### src/rtl/dds_sweep_ctrl.sv
// Frequency-sweep scheduler for the DDS channel: static pass-through when idle, stepped start->stop sweeps when busy.
// Optional macro SWEEP_PHASE_CLR_EN adds a phase_clr output that pulses with sweep_sync.
module dds_sweep_ctrl #(
    parameter int FW = 32,
    parameter int DW = 24,
    parameter int RW = 8
) (
    input  logic          clk,
    input  logic          rst,
    input  logic [FW-1:0] static_f_word,
    input  logic [FW-1:0] f_start,
    input  logic [FW-1:0] f_stop,
    input  logic [FW-1:0] f_step,
    input  logic [DW-1:0] dwell,
    input  logic          mode_updown,
    input  logic [RW-1:0] repeat_n,
    input  logic [2:0]    wave_c_in,
    input  logic [4:0]    amplitude_in,
    input  logic          start,
    input  logic          abort,
    output logic [FW-1:0] f_word,
    output logic [2:0]    wave_c,
    output logic [4:0]    amplitude,
    output logic          busy,
    output logic          sweep_sync,
    output logic          done,
`ifdef SWEEP_PHASE_CLR_EN
    output logic          phase_clr,
`endif
    output logic          cfg_err
);

    typedef enum logic [2:0] {
        S_IDLE,
        S_LOAD,
        S_UP,
        S_DOWN,
        S_DONE
    } state_t;

    state_t        state_q, state_d;
    logic [FW-1:0] f_word_q, f_word_d;
    logic [2:0]    wave_c_q, wave_c_d;
    logic [4:0]    amplitude_q, amplitude_d;
    logic          busy_q, busy_d;
    logic          sweep_sync_q, sweep_sync_d;
    logic          done_q, done_d;
    logic          cfg_err_q, cfg_err_d;
    logic [DW-1:0] dwell_cnt_q, dwell_cnt_d;
    logic [RW-1:0] pass_cnt_q, pass_cnt_d;

    logic [FW-1:0] sh_start_q, sh_start_d;
    logic [FW-1:0] sh_stop_q, sh_stop_d;
    logic [FW-1:0] sh_step_q, sh_step_d;
    logic [DW-1:0] sh_dwell_q, sh_dwell_d;
    logic          sh_updown_q, sh_updown_d;
    logic [RW-1:0] sh_repeat_q, sh_repeat_d;

    logic [FW:0]   sum_up;
    logic [FW:0]   diff_dn;
    logic [DW-1:0] dwell_in_eff;
    logic          dwell_exp;
    logic          degenerate;
    logic          more_passes;
    logic          eop;

    assign sum_up       = {1'b0, f_word_q} + {1'b0, sh_step_q};
    assign diff_dn      = {1'b0, f_word_q} - {1'b0, sh_step_q};
    assign dwell_in_eff = (dwell == '0) ? DW'(1) : dwell;
    assign dwell_exp    = (dwell_cnt_q <= DW'(1));
    // A zero step or a single-point range would never reach the far end, so it ends after one dwell.
    assign degenerate   = (sh_step_q == '0) || (sh_start_q == sh_stop_q);
    assign more_passes  = (sh_repeat_q == '0) || (pass_cnt_q > RW'(1));

    always_comb begin
        state_d      = state_q;
        f_word_d     = f_word_q;
        wave_c_d     = wave_c_q;
        amplitude_d  = amplitude_q;
        sweep_sync_d = 1'b0;
        done_d       = 1'b0;
        cfg_err_d    = 1'b0;
        dwell_cnt_d  = dwell_cnt_q;
        pass_cnt_d   = pass_cnt_q;
        sh_start_d   = sh_start_q;
        sh_stop_d    = sh_stop_q;
        sh_step_d    = sh_step_q;
        sh_dwell_d   = sh_dwell_q;
        sh_updown_d  = sh_updown_q;
        sh_repeat_d  = sh_repeat_q;
        eop          = 1'b0;

        case (state_q)
            S_IDLE: begin
                f_word_d    = static_f_word;
                wave_c_d    = wave_c_in;
                amplitude_d = amplitude_in;
                if (start) begin
                    if (f_start > f_stop) begin
                        cfg_err_d = 1'b1;
                    end else begin
                        state_d = S_LOAD;
                    end
                end
            end
            S_LOAD: begin
                if (abort) begin
                    state_d = S_IDLE;
                end else begin
                    sh_start_d   = f_start;
                    sh_stop_d    = f_stop;
                    sh_step_d    = f_step;
                    sh_dwell_d   = dwell_in_eff;
                    sh_updown_d  = mode_updown;
                    sh_repeat_d  = repeat_n;
                    // wave_c/amplitude registers double as the shadows until the sweep ends.
                    wave_c_d     = wave_c_in;
                    amplitude_d  = amplitude_in;
                    f_word_d     = f_start;
                    sweep_sync_d = 1'b1;
                    dwell_cnt_d  = dwell_in_eff;
                    pass_cnt_d   = repeat_n;
                    state_d      = S_UP;
                end
            end
            S_UP: begin
                if (abort) begin
                    state_d = S_IDLE;
                end else if (dwell_exp) begin
                    dwell_cnt_d = sh_dwell_q;
                    if (degenerate || (f_word_q == sh_stop_q)) begin
                        eop = 1'b1;
                    end else if (sum_up[FW] || (sum_up[FW-1:0] >= sh_stop_q)) begin
                        f_word_d = sh_stop_q;
                        if (sh_updown_q) begin
                            state_d = S_DOWN;
                        end
                    end else begin
                        f_word_d = sum_up[FW-1:0];
                    end
                end else begin
                    dwell_cnt_d = dwell_cnt_q - DW'(1);
                end
            end
            S_DOWN: begin
                if (abort) begin
                    state_d = S_IDLE;
                end else if (dwell_exp) begin
                    dwell_cnt_d = sh_dwell_q;
                    if (f_word_q == sh_start_q) begin
                        eop = 1'b1;
                    end else if (diff_dn[FW] || (diff_dn[FW-1:0] <= sh_start_q)) begin
                        f_word_d = sh_start_q;
                    end else begin
                        f_word_d = diff_dn[FW-1:0];
                    end
                end else begin
                    dwell_cnt_d = dwell_cnt_q - DW'(1);
                end
            end
            S_DONE: begin
                f_word_d = static_f_word;
                state_d  = S_IDLE;
            end
            default: begin
                state_d = S_IDLE;
            end
        endcase

        if (eop) begin
            if (sh_repeat_q != '0) begin
                pass_cnt_d = pass_cnt_q - RW'(1);
            end
            if (more_passes) begin
                f_word_d     = sh_start_q;
                sweep_sync_d = 1'b1;
                state_d      = S_UP;
            end else begin
                done_d  = 1'b1;
                state_d = S_DONE;
            end
        end

        busy_d = (state_d == S_LOAD) || (state_d == S_UP) || (state_d == S_DOWN);
    end

    always_ff @(posedge clk) begin
        if (rst) begin
            state_q      <= S_IDLE;
            f_word_q     <= '0;
            wave_c_q     <= '0;
            amplitude_q  <= '0;
            busy_q       <= 1'b0;
            sweep_sync_q <= 1'b0;
            done_q       <= 1'b0;
            cfg_err_q    <= 1'b0;
            dwell_cnt_q  <= '0;
            pass_cnt_q   <= '0;
            sh_start_q   <= '0;
            sh_stop_q    <= '0;
            sh_step_q    <= '0;
            sh_dwell_q   <= '0;
            sh_updown_q  <= 1'b0;
            sh_repeat_q  <= '0;
        end else begin
            state_q      <= state_d;
            f_word_q     <= f_word_d;
            wave_c_q     <= wave_c_d;
            amplitude_q  <= amplitude_d;
            busy_q       <= busy_d;
            sweep_sync_q <= sweep_sync_d;
            done_q       <= done_d;
            cfg_err_q    <= cfg_err_d;
            dwell_cnt_q  <= dwell_cnt_d;
            pass_cnt_q   <= pass_cnt_d;
            sh_start_q   <= sh_start_d;
            sh_stop_q    <= sh_stop_d;
            sh_step_q    <= sh_step_d;
            sh_dwell_q   <= sh_dwell_d;
            sh_updown_q  <= sh_updown_d;
            sh_repeat_q  <= sh_repeat_d;
        end
    end

    assign f_word     = f_word_q;
    assign wave_c     = wave_c_q;
    assign amplitude  = amplitude_q;
    assign busy       = busy_q;
    assign sweep_sync = sweep_sync_q;
    assign done       = done_q;
    assign cfg_err    = cfg_err_q;
`ifdef SWEEP_PHASE_CLR_EN
    assign phase_clr  = sweep_sync_q;
`endif

endmodule

### config.mk
export PLATFORM = sky130hd
export DESIGN_NAME = dds_sweep_ctrl
export DESIGN_NICKNAME = d
export VERILOG_FILES = /design/src/rtl/dds_sweep_ctrl.sv
export SDC_FILE = /design/constraint.sdc
export NUM_CORES = 1
export LEC_CHECK = 0
export ABC_AREA = 1
export CORE_UTILIZATION = 46
export CTS_CLUSTER_SIZE = 10
export DETAILED_ROUTE_END_ITERATION = 12
export GPL_ROUTABILITY_DRIVEN = 0
export PLACE_DENSITY = 0.7
export SETUP_SLACK_MARGIN = 0.05
export SLEW_MARGIN = 20
export SYNTH_ARGS = -nofsm -noshare
export SYNTH_HDL_FRONTEND = slang
export SYNTH_SLANG_ARGS = --single-unit
### constraint.sdc
create_clock -name clk -period 3.45 [get_ports clk]
set_input_delay 0.69 -clock clk [delete_from_list [all_inputs] [get_ports clk]]
set_output_delay 0.69 -clock clk [all_outputs]
set_load 0.1 [all_outputs]
Word-level counts from Yosys, hierarchy flattened --
Index checks and enable logic that the tools add are counted. W data, S select, Z words.
Storage, ports and cells: word-level logic and storage cells 112, input port bits 173, output and inout bits 44, flip-flop bits (word level) 208
Operators by class: reductions and logical operators 21, add/subtract/negate cells 4, bitwise operators 4, muxes and demuxes 50, equality and inequality tests 12, $lt $le $gt $ge 5
Operator list (number):
- $mux W32 | 11
- $pmux W32 S4 | 1
- $eq A32 B32 Y1 | 3
- $mux W24 | 4
- $pmux W24 S2 | 1
- $add A32 B32 Y33 | 1
- $mux W3 | 11
- $sub A32 B32 Y33 | 1
- $ge A32 B32 Y1 | 1
- $gt A32 B32 Y1 | 1
- $le A32 B32 Y1 | 1
- $logic_not A32 Y1 | 1
- $mux W8 | 4
- $le A24 B1 Y1 const B | 1
- $logic_not A24 Y1 | 1
- $sub A24 B1 Y24 const B | 1
- $eq A3 B2 Y1 const B | 4
- $mux W1 | 12
- $pmux W3 S4 | 1
- $pmux W5 S2 | 1
- $gt A8 B1 Y1 const B | 1
- $logic_not A8 Y1 | 1
- $reduce_bool A8 Y1 | 1
- $sub A8 B1 Y8 const B | 1
- 15 further kinds | 30

Depth between registers and ports, before layout --
Gate-level depths: netlist (run 1).
depth after elaboration 12, mapped depth 32, mapped depth without buffers 31

Worst setup path after synthesis (run 1) --
Ideal clock, no wire load.
kind reg2reg, start point register f_word_q[0] (netlist: f_word[0]), end point register f_word_q[1] (netlist: f_word[1]), clock period less this slack 4.157 ns, path slack -0.707 ns, path buffers 1, cell stages (with the launch flop) 31, data arrival time 4.040 ns, required time 3.333 ns, path through dfxtp_1 > inv_1 > ha_1 > inv_1 > fa_1 > nand2_1 > nand2_1 > nand2_1 > o21bai_1 > nand2_1 > nand2_1 > nand3_1 > nand2_1 > nand2_1 > nand2_1 > inv_1 > ha_1 > nand2_1 > nor2_1 > nand4_1 > nor2_1 > nand2_1 > nand2_1 > a21oi_1 > nand2_1 > buf_2 > nand2_1 > nand3_1 > nand3_1 > nor2_1 > nor2_1
On the way: cells in the longest elaborated chain, start to end 10, elaborated cells on any way between the ends 27, those cells by class 2 x add/sub; 2 x order compare; 2 x eq/ne; 18 x mux; 3 x reduce/logical
Ends and longest elaborated chain:
- start: declaration | line 42 | logic [FW-1:0] f_word_q, f_word_d;
- start signal: assignment | line 207 | f_word_q <= f_word_d;
- $sub A32 B32 Y33 or $add A32 B32 Y33 (tied branches) | line 68, 67
- $le A32 B32 Y1 or $ge A32 B32 Y1 (tied branches) | line 152, 133
- $logic_or A1 B1 Y1, on equally long branches | line 152, 133
- $mux W32, on equally long branches | line 152, 133
- $mux W32, on equally long branches | line 150, 131
- $mux W32, on equally long branches | line 148, 129
- $mux W32, on equally long branches | line 146, 127
- $pmux W32 S4 | line 93 | case (state_q)
- $mux W32 | line 174 | if (more_passes) begin
- $mux W32 (*) | line 170 | if (eop) begin
Every way passes the cells marked *; elsewhere a longest branch is shown, timed or not. A chain may end at the register's enable or synchronous reset.

Final worst setup path (run 1) --
start point register sh_step_q[1], end point register f_word_q[12] (netlist: f_word[12])
On the way: cells in the longest elaborated chain, start to end 10, elaborated cells on any way between the ends 24, those cells by class 2 x add/sub; 2 x order compare; 15 x mux; 5 x reduce/logical
Ends and longest elaborated chain:
- start: declaration | line 54 | logic [FW-1:0] sh_step_q, sh_step_d;
- start signal: assignment | line 218 | sh_step_q <= sh_step_d;
- $sub A32 B32 Y33 or $add A32 B32 Y33 (tied branches) | line 68, 67
- $le A32 B32 Y1 or $ge A32 B32 Y1 (tied branches) | line 152, 133
- $logic_or A1 B1 Y1, on equally long branches | line 152, 133
- $mux W32, on equally long branches | line 152, 133
- $mux W32, on equally long branches | line 150, 131
- $mux W32, on equally long branches | line 148, 129
- $mux W32, on equally long branches | line 146, 127
- $pmux W32 S4 | line 93
- $mux W32 | line 174
- $mux W32 (*) | line 170
Marked as above.

==> results by group, run 1 <==
Drt
  • Starting DRT DRC Count: 2922
  • Avg WL per Cell: 18.85 um
  • TritonRoute pass-1 iters: 6
  • Vias per inst: 5.625
  • Via Count: 24540
  • Post-route DRC: 0
  • WL final: 82230 um
  • Final ANT Viol Nets: 0

Yosys
  • Cell count after synthesis: 3278
  • Post-synthesis sequential area ratio: 0.2172
  • Ys async rst share: 0
  • Seq cells post-synth: 208
  • Synth Flop Type: dfxtp_1
  • Post-synth top cells: 995 x nand2_1, 463 x inv_1, 330 x nor2_1, 298 x a21oi_1, 208 x dfxtp_1
  • Ranking of synthesized cells by area: dfxtp_1 22%, nand2_1 19%, ha_1 11%
  • Number of synthesized flops with an enable pin: 0
  • Yosys top cell by area: dfxtp_1
  • Net Count, Synth: 3617
  • Synthesized cell area: 19170 um2
  • Mean Syn Cell Area: 5.848 um2
  • Top cell type's share of synthesized area: 0.2172
  • Yosys cell types: 48
  • YS warnings: 0
  • Most common cell in the netlist: nand2_1

GRT
  • Met2 Use GR: 0.5777
  • Largest net degree at the start of global routing: 77
  • Met1 Use GR: 0.4633
  • Grt met3 use: 0.06764
  • First-pass GRT wire length: 121500 um
  • Number of global-route vias before repair: 23240
  • Gr usage total: 0.3665
  • Initial antenna violation count: 5
  • GRT Max-Usage Layer: met2
  • Global route overflow: 0

STA
  • Worst Max-Slew Pin Slew: 1.007 ns
  • Fin Setup TNS: -17.28 ns
  • RSZ-0062 raised after global routing: true
  • Final Hold Fails: 0
  • Final setup violating endpoints: 34
  • Post-route minimum period: 4.050 ns
  • Final worst setup slack: -0.6004 ns
  • Final period utilization: 1.174
  • Worst slew margin: 0.3267
  • Max Clk Rate: 246.9 MHz
  • Worst Skew: 0.02900 ns
  • Fin. max-slew vios: 0

Finish
  • Nets: 4153
  • Area delta synth->final: 45.59%
  • Layout filler cell count: 3363
  • Layout cells sized above 1: 0.2601
  • Register area: 4294 um2
  • Post-layout instance area: 27910 um2
  • Multi-input gate area: 14670 um2
  • Post-Layout Cell Count: 4363

Clock network
  • TritonCTS clock tree: yes
  • Skew-Pair Late Insertion Delay: 0.59 ns
  • Number of clock sinks: 208
  • Total CTS buffers: 27
  • Master cell of the clock root buffer: clkbuf_16
  • # H-tree levels: 1
  • Worst-path clk slew: 0.06 ns
  • Max Root-Sink Buffers: 3

Floorplanning
  • FP Rows: 74
  • DIE WIDTH: 206.1 um
  • I/O pin count: 217
  • CORE AREA: 40920 um2
  • Die area: 42500 um2
  • Initial Utilization: 0.4684
  • Die Ht: 206.1 um

Critical path
  • Crit path max fanout: 8
  • Critical path class: register to register
  • WP buf/inv: 9
  • Crit path largest cell delay: 0.37 ns
  • Startpoint Class: register
  • Worst EP required: 3.92 ns
  • Kind of end point of the critical path: register
  • CP arrival: 4.53 ns
  • Critical path's top delay family: simple AND/OR/NAND/NOR gates
  • Crit path max-delay cell type: fa_2

Pwr
  • Tot Pwr: 12.02 mW
  • IR drop worst, VDD: 373.6 uV
  • Static leakage: 13.61 nW
  • Cell Pwr Density: 430.8 nW/um2

Placement
  • # placed instances: 4267
  • Dpl cell area: 24400 um2
  • PortBufs: 216
  • Post-DP HPWL: 59570 um

Flow run
  • Max-cap viol count: 0

Status
  • Violated checks: setup timing
  • Outcome: finished, violations left

Worst hold path
  • Worst hold path class: register to register
what timing repair did:
action	in CTS	in global routing
hold buffers	0	0
buffers inserted	26	17
endpoints found under the setup margin	34	34
gates resized for setup	284	254
pin swaps	87	165
gates cloned	7	1
endpoints found under the hold margin	0	0
cells by family (layout without fill, tap and decap cells):
group                      count (synthesis)  count (layout)  synth area share
and+or+nand+nor                         1610            1610            0.3440
buffers and inverters                    626            1177            0.1274
AOI/OAI and AO/OA                        578             578            0.1611
DFF                                      208             208            0.2172
adders and majority gates                166             166            0.1091
xor gates and xnor gates                  90              90           0.04112
other                                      0               2                 0
metal layers:
layer | vias up | share of wire
li1 | 11480 | -
met1 | 11080 | 0.39
met2 | 1584 | 0.43
met3 | 403 | 0.11
met4 | 2 | 0.074
met5 | - | 0.00017
worst paths after layout:
check                                                    to  depth (start not counted)  slack [ns]                         from
worst max-delay path                  f_word[12]$_SDFF_PP0_                         30       -0.60    sh_step_q[1]$_SDFFE_PP0P_
worst min-delay path            sh_repeat_q[0]$_SDFFE_PP0P_                          2        0.46  sh_repeat_q[0]$_SDFFE_PP0P_
worst max register to register        f_word[12]$_SDFF_PP0_                         30       -0.60    sh_step_q[1]$_SDFFE_PP0P_
worst min register to register  sh_repeat_q[0]$_SDFFE_PP0P_                          2        0.46  sh_repeat_q[0]$_SDFFE_PP0P_
tightest hold or removal path, delay by kind of cell (launching register included):
kind | cells | cell delay (ns)
simple gates | 1 | 0.05
flops | 1 | 0.30
compound gates | 1 | 0.05
cells in the final DEF (no fill, tap or decap), types with 96 or more instances in the layout:
cell	n
buf_4	395
ha_1	118
nand2_1	867
nor2_1	259
o21ai_0	190
nand3_1	109
dfxtp_1	160
a21oi_1	278
nand2_2	96
inv_1	421
clkdlybuf4s50_1	182
state kept, by name, indices dropped and copies added, names as in the netlist, 3 cells and up:
name / count
sh_start_q: 32
state_q: 3
wave_c: 3
sh_stop_q: 32
pass_cnt_q: 8
sh_repeat_q: 8
sh_step_q: 32
dwell_cnt_q: 24
f_word: 32
sh_dwell_q: 24
amplitude: 5
power by group:
part,leakage (nW),switching [mW],internal (mW)
clock network,0.385,1.16,1.50
registers,1.72,0.143,2.53
logic,11.5,3.88,2.81
final cells by class:
type / instances / share of cell area
Antenna cell: 2 / 0.0001793
Clock buffer: 38 / 0.02681
Clock inverter: 6 / 0.001793
Inverter: 508 / 0.06881
Multi-Input combinational cell: 2444 / 0.5255
Sequential cell: 208 / 0.1539
Tap cell: 532 / 0.02385
Timing Repair Buffer: 625 / 0.1992
per-stage QoR:
step	setup slack [ns]	util	hold slack (ns)
2_1_floorplan	0.02315	-	0.4345
6_report	-0.6004	0.6820	0.4579
3_3_place_gp	-0.6874	0.5962	0.4432
4_1_cts	-0.3339	0.6547	0.4595
3_5_place_dp	-0.8437	0.5962	0.4518
5_1_grt	-0.7269	0.6819	0.4812
No activity file was read; power rests on OpenSTA's default activity.
==> inputs of run 2 (changes only) <==
--- a/config.mk
+++ b/config.mk
@@ -6,11 +6,10 @@
 export NUM_CORES = 1
 export LEC_CHECK = 0
 export ABC_AREA = 1
-export CORE_UTILIZATION = 46
+export CORE_UTILIZATION = 40
 export CTS_CLUSTER_SIZE = 10
 export DETAILED_ROUTE_END_ITERATION = 12
 export GPL_ROUTABILITY_DRIVEN = 0
-export PLACE_DENSITY = 0.7
 export SETUP_SLACK_MARGIN = 0.05
 export SLEW_MARGIN = 20
 export SYNTH_ARGS = -nofsm -noshare
==> results by group, run 2 (synthesized netlist as in run 1, its figures left out) <==
Placement
  • PortBufs: 216 (unchanged)
  • Post-DP HPWL: 62170 um (+4.4%)
  • Dpl cell area: 24470 um2 (+0.30%)

Floorplanning
  • Initial Utilization: 0.4083 (-0.06013)
  • FP Rows: 79 (+6.8%)
  • Die area: 48810 um2 (+15%)
  • DIE WIDTH: 220.9 um (+7.2%)
  • CORE AREA: 46950 um2 (+15%)
  • I/O pin count: 217 (unchanged)
  • Die Ht: 220.9 um (+7.2%)

GRT
  • First-pass GRT wire length: 125900 um (+3.6%)
  • Initial antenna violation count: 3 (-2)
  • Number of global-route vias before repair: 23090 (-0.65%)
  • Global route overflow: 0 (unchanged)
  • Largest net degree at the start of global routing: 121 (+57%)
  • Gr usage total: 0.3267 (-0.03977)

Clock network
  • Worst-path clk slew: 0.06 ns (about the same)
  • # H-tree levels: 1 (unchanged)
  • Max Root-Sink Buffers: 3 (unchanged)
  • TritonCTS clock tree: yes
  • Number of clock sinks: 208 (unchanged)
  • Cts hold-fix bufs: 0 (unchanged)
  • Master cell of the clock root buffer: clkbuf_16
  • Total CTS buffers: 28 (+3.7%)
  • Skew-Pair Late Insertion Delay: 0.61 ns (+0.02 ns)

Critical path
  • Startpoint Class: register
  • End point of the critical path: f_word[28]$_SDFF_PP0_
  • Crit path largest cell delay: 0.33 ns (-0.04 ns)
  • R2R depth: 28 (-6.7%)
  • CP arrival: 4.35 ns (-0.18 ns)
  • Kind of end point of the critical path: register
  • Crit path max-delay cell type: dfxtp_2
  • FF-to-FF End: f_word[28]$_SDFF_PP0_
  • Critical path class: register to register
  • Reg-to-reg slack, setup: -0.42 ns (+0.18 ns)
  • Crit path max fanout: 7 (-1)
  • Worst EP required: 3.93 ns (about the same)
  • CP Launch Point: sh_step_q[16]$_SDFFE_PP0P_
  • RR Startpoint: sh_step_q[16]$_SDFFE_PP0P_

STA
  • Post-route minimum period: 3.868 ns (-0.1820 ns)
  • Fin Setup TNS: -11.13 ns (+6.156 ns)
  • Worst slew margin: 0.3291 (+0.002375)
  • Final setup violating endpoints: 34 (unchanged)
  • RSZ-0062 raised after global routing: true
  • Worst Skew: 0.02613 ns (-0.002871 ns)
  • Max Clk Rate: 258.5 MHz (+4.7%)
  • Final worst setup slack: -0.4184 ns (+0.1820 ns)
  • Final period utilization: 1.121 (-0.05275)
  • Fin. max-slew vios: 0 (unchanged)
  • Final Hold Fails: 0 (unchanged)
  • Worst Max-Slew Pin Slew: 1.003 ns (-0.003552 ns)
  • Final hold slack: 0.4596 ns (+0.001754 ns)

Pwr
  • Cell Pwr Density: 436.8 nW/um2 (+1.4%)
  • IR drop worst, VDD: 371.3 uV (-0.63%)
  • Static leakage: 14.01 nW (+2.9%)

Drt
  • Vias per inst: 5.429 (-3.5%)
  • Avg WL per Cell: 19.02 um (+0.92%)
  • Starting DRT DRC Count: 2338 (-20%)
  • Post-route DRC: 0 (unchanged)
  • TritonRoute pass-1 iters: 6 (unchanged)
  • WL final: 85660 um (+4.2%)
  • Final ANT Viol Nets: 0 (unchanged)
  • Via Count: 24450 (-0.35%)

Flow run
  • Max-cap viol count: 0 (unchanged)

Status
  • Violated checks: setup timing
  • Outcome: finished, violations left

Finish
  • Post-layout instance area: 28850 um2 (+3.3%)
  • Layout filler cell count: 4223 (+26%)
  • Most frequent cells in the layout: 838 x nand2_1, 446 x buf_4, 401 x inv_1
  • Util after Layout: 0.6144 (-0.06764)
  • Area delta synth->final: 50.46%
  • Layout cells sized above 1: 0.2904 (+0.03025)
  • Nets: 4220 (+1.6%)
  • Most common cell after layout, fill and taps aside: nand2_1

Worst hold path
  • Worst hold path class: register to register
[run 2: cell types whose count changed in the layout (fill, tap and decap cells not counted), moves of 13 or more]
cell     delta
buf_6      +15
nand2_1    -29
nand3_1    +18
inv_1      -20
nand3_2    -15
nand2_2    +38
inv_2      +17
buf_4      +51
ha_1       -13
[run 2: cell type report]
| type | count | area [um2] | share of cell area |
|---|---|---|---|
| clock inverters | 7 | 110.1 | 0.003817 |
| well taps | 607 | 759.5 | 0.02633 |
| inverters | 508 | 1929 | 0.06689 |
| clock buffers | 37 | 785.8 | 0.02724 |
| multi-input cells | 2445 | 14870 | 0.5155 |
| repair buffers | 690 | 6086 | 0.2110 |
| diodes | 2 | 5.005 | 0.0001735 |
| flip-flops and latches | 208 | 4299 | 0.1490 |
[run 2: per-stage QoR]
| stage | power [mW] | worst slack [ns] | instances |
|---|---|---|---|
| after CTS | 11.88 | -0.1988 | 4467 |
| after global placement | 7.838 | -0.5883 | 4342 |
| after global routing | 13.17 | -0.5789 | 4503 |
| after detailed placement | 7.903 | -0.6219 | 4342 |
| final | 12.60 | -0.4184 | 4504 |
| after floorplan | 5.748 | 0.02315 | 3278 |
[run 2: what timing repair did]
item | 4_1_cts | 5_1_grt
resized for setup | 357 | 260
buffers inserted | 75 | 39
hold endpoints to repair | 0 | 0
pin swaps | 80 | 119
gates cloned | 7 | 4
setup endpoints to repair | 34 | 35
[run 2: report_power, final]
part	internal, mW	switching [mW]
sequential	2.53	0.151
combinational	3.00	3.98
clock	1.73	1.21
[run 2: worst max-delay path: cells and delay by family, from the launching register on]
family | cells | cell delay (ns)
fa+ha+maj | 2 | 0.51
simple gates | 20 | 2.19
buf+inv | 6 | 0.71
flops | 1 | 0.33
[run 2: layer usage]
layer,global-route usage,vias up,wire (um)
met1,0.4224,11200,34550
met5,0,-,3
met3,0.06055,295,8412
met4,0.1505,2,5161
li1,-,11620,-
met2,0.5260,1338,37530
[run 2: worst min-delay path by stage]
| stage | from | slack, ns | depth (start not counted) | to |
|---|---|---|---|---|
| detailed placement | sh_dwell_q[11]$_SDFFE_PP0P_ | 0.45 | 2 | sh_dwell_q[11]$_SDFFE_PP0P_ |
| floorplan | sh_dwell_q[11]$_SDFFE_PP0P_ | 0.43 | 2 | sh_dwell_q[11]$_SDFFE_PP0P_ |
| global placement | sh_repeat_q[5]$_SDFFE_PP0P_ | 0.45 | 2 | sh_repeat_q[5]$_SDFFE_PP0P_ |
| CTS | sh_dwell_q[11]$_SDFFE_PP0P_ | 0.46 | 2 | sh_dwell_q[11]$_SDFFE_PP0P_ |
| finish | sh_dwell_q[11]$_SDFFE_PP0P_ | 0.46 | 2 | sh_dwell_q[11]$_SDFFE_PP0P_ |
| global route | sh_repeat_q[7]$_SDFFE_PP0P_ | 0.49 | 2 | sh_repeat_q[7]$_SDFFE_PP0P_ |
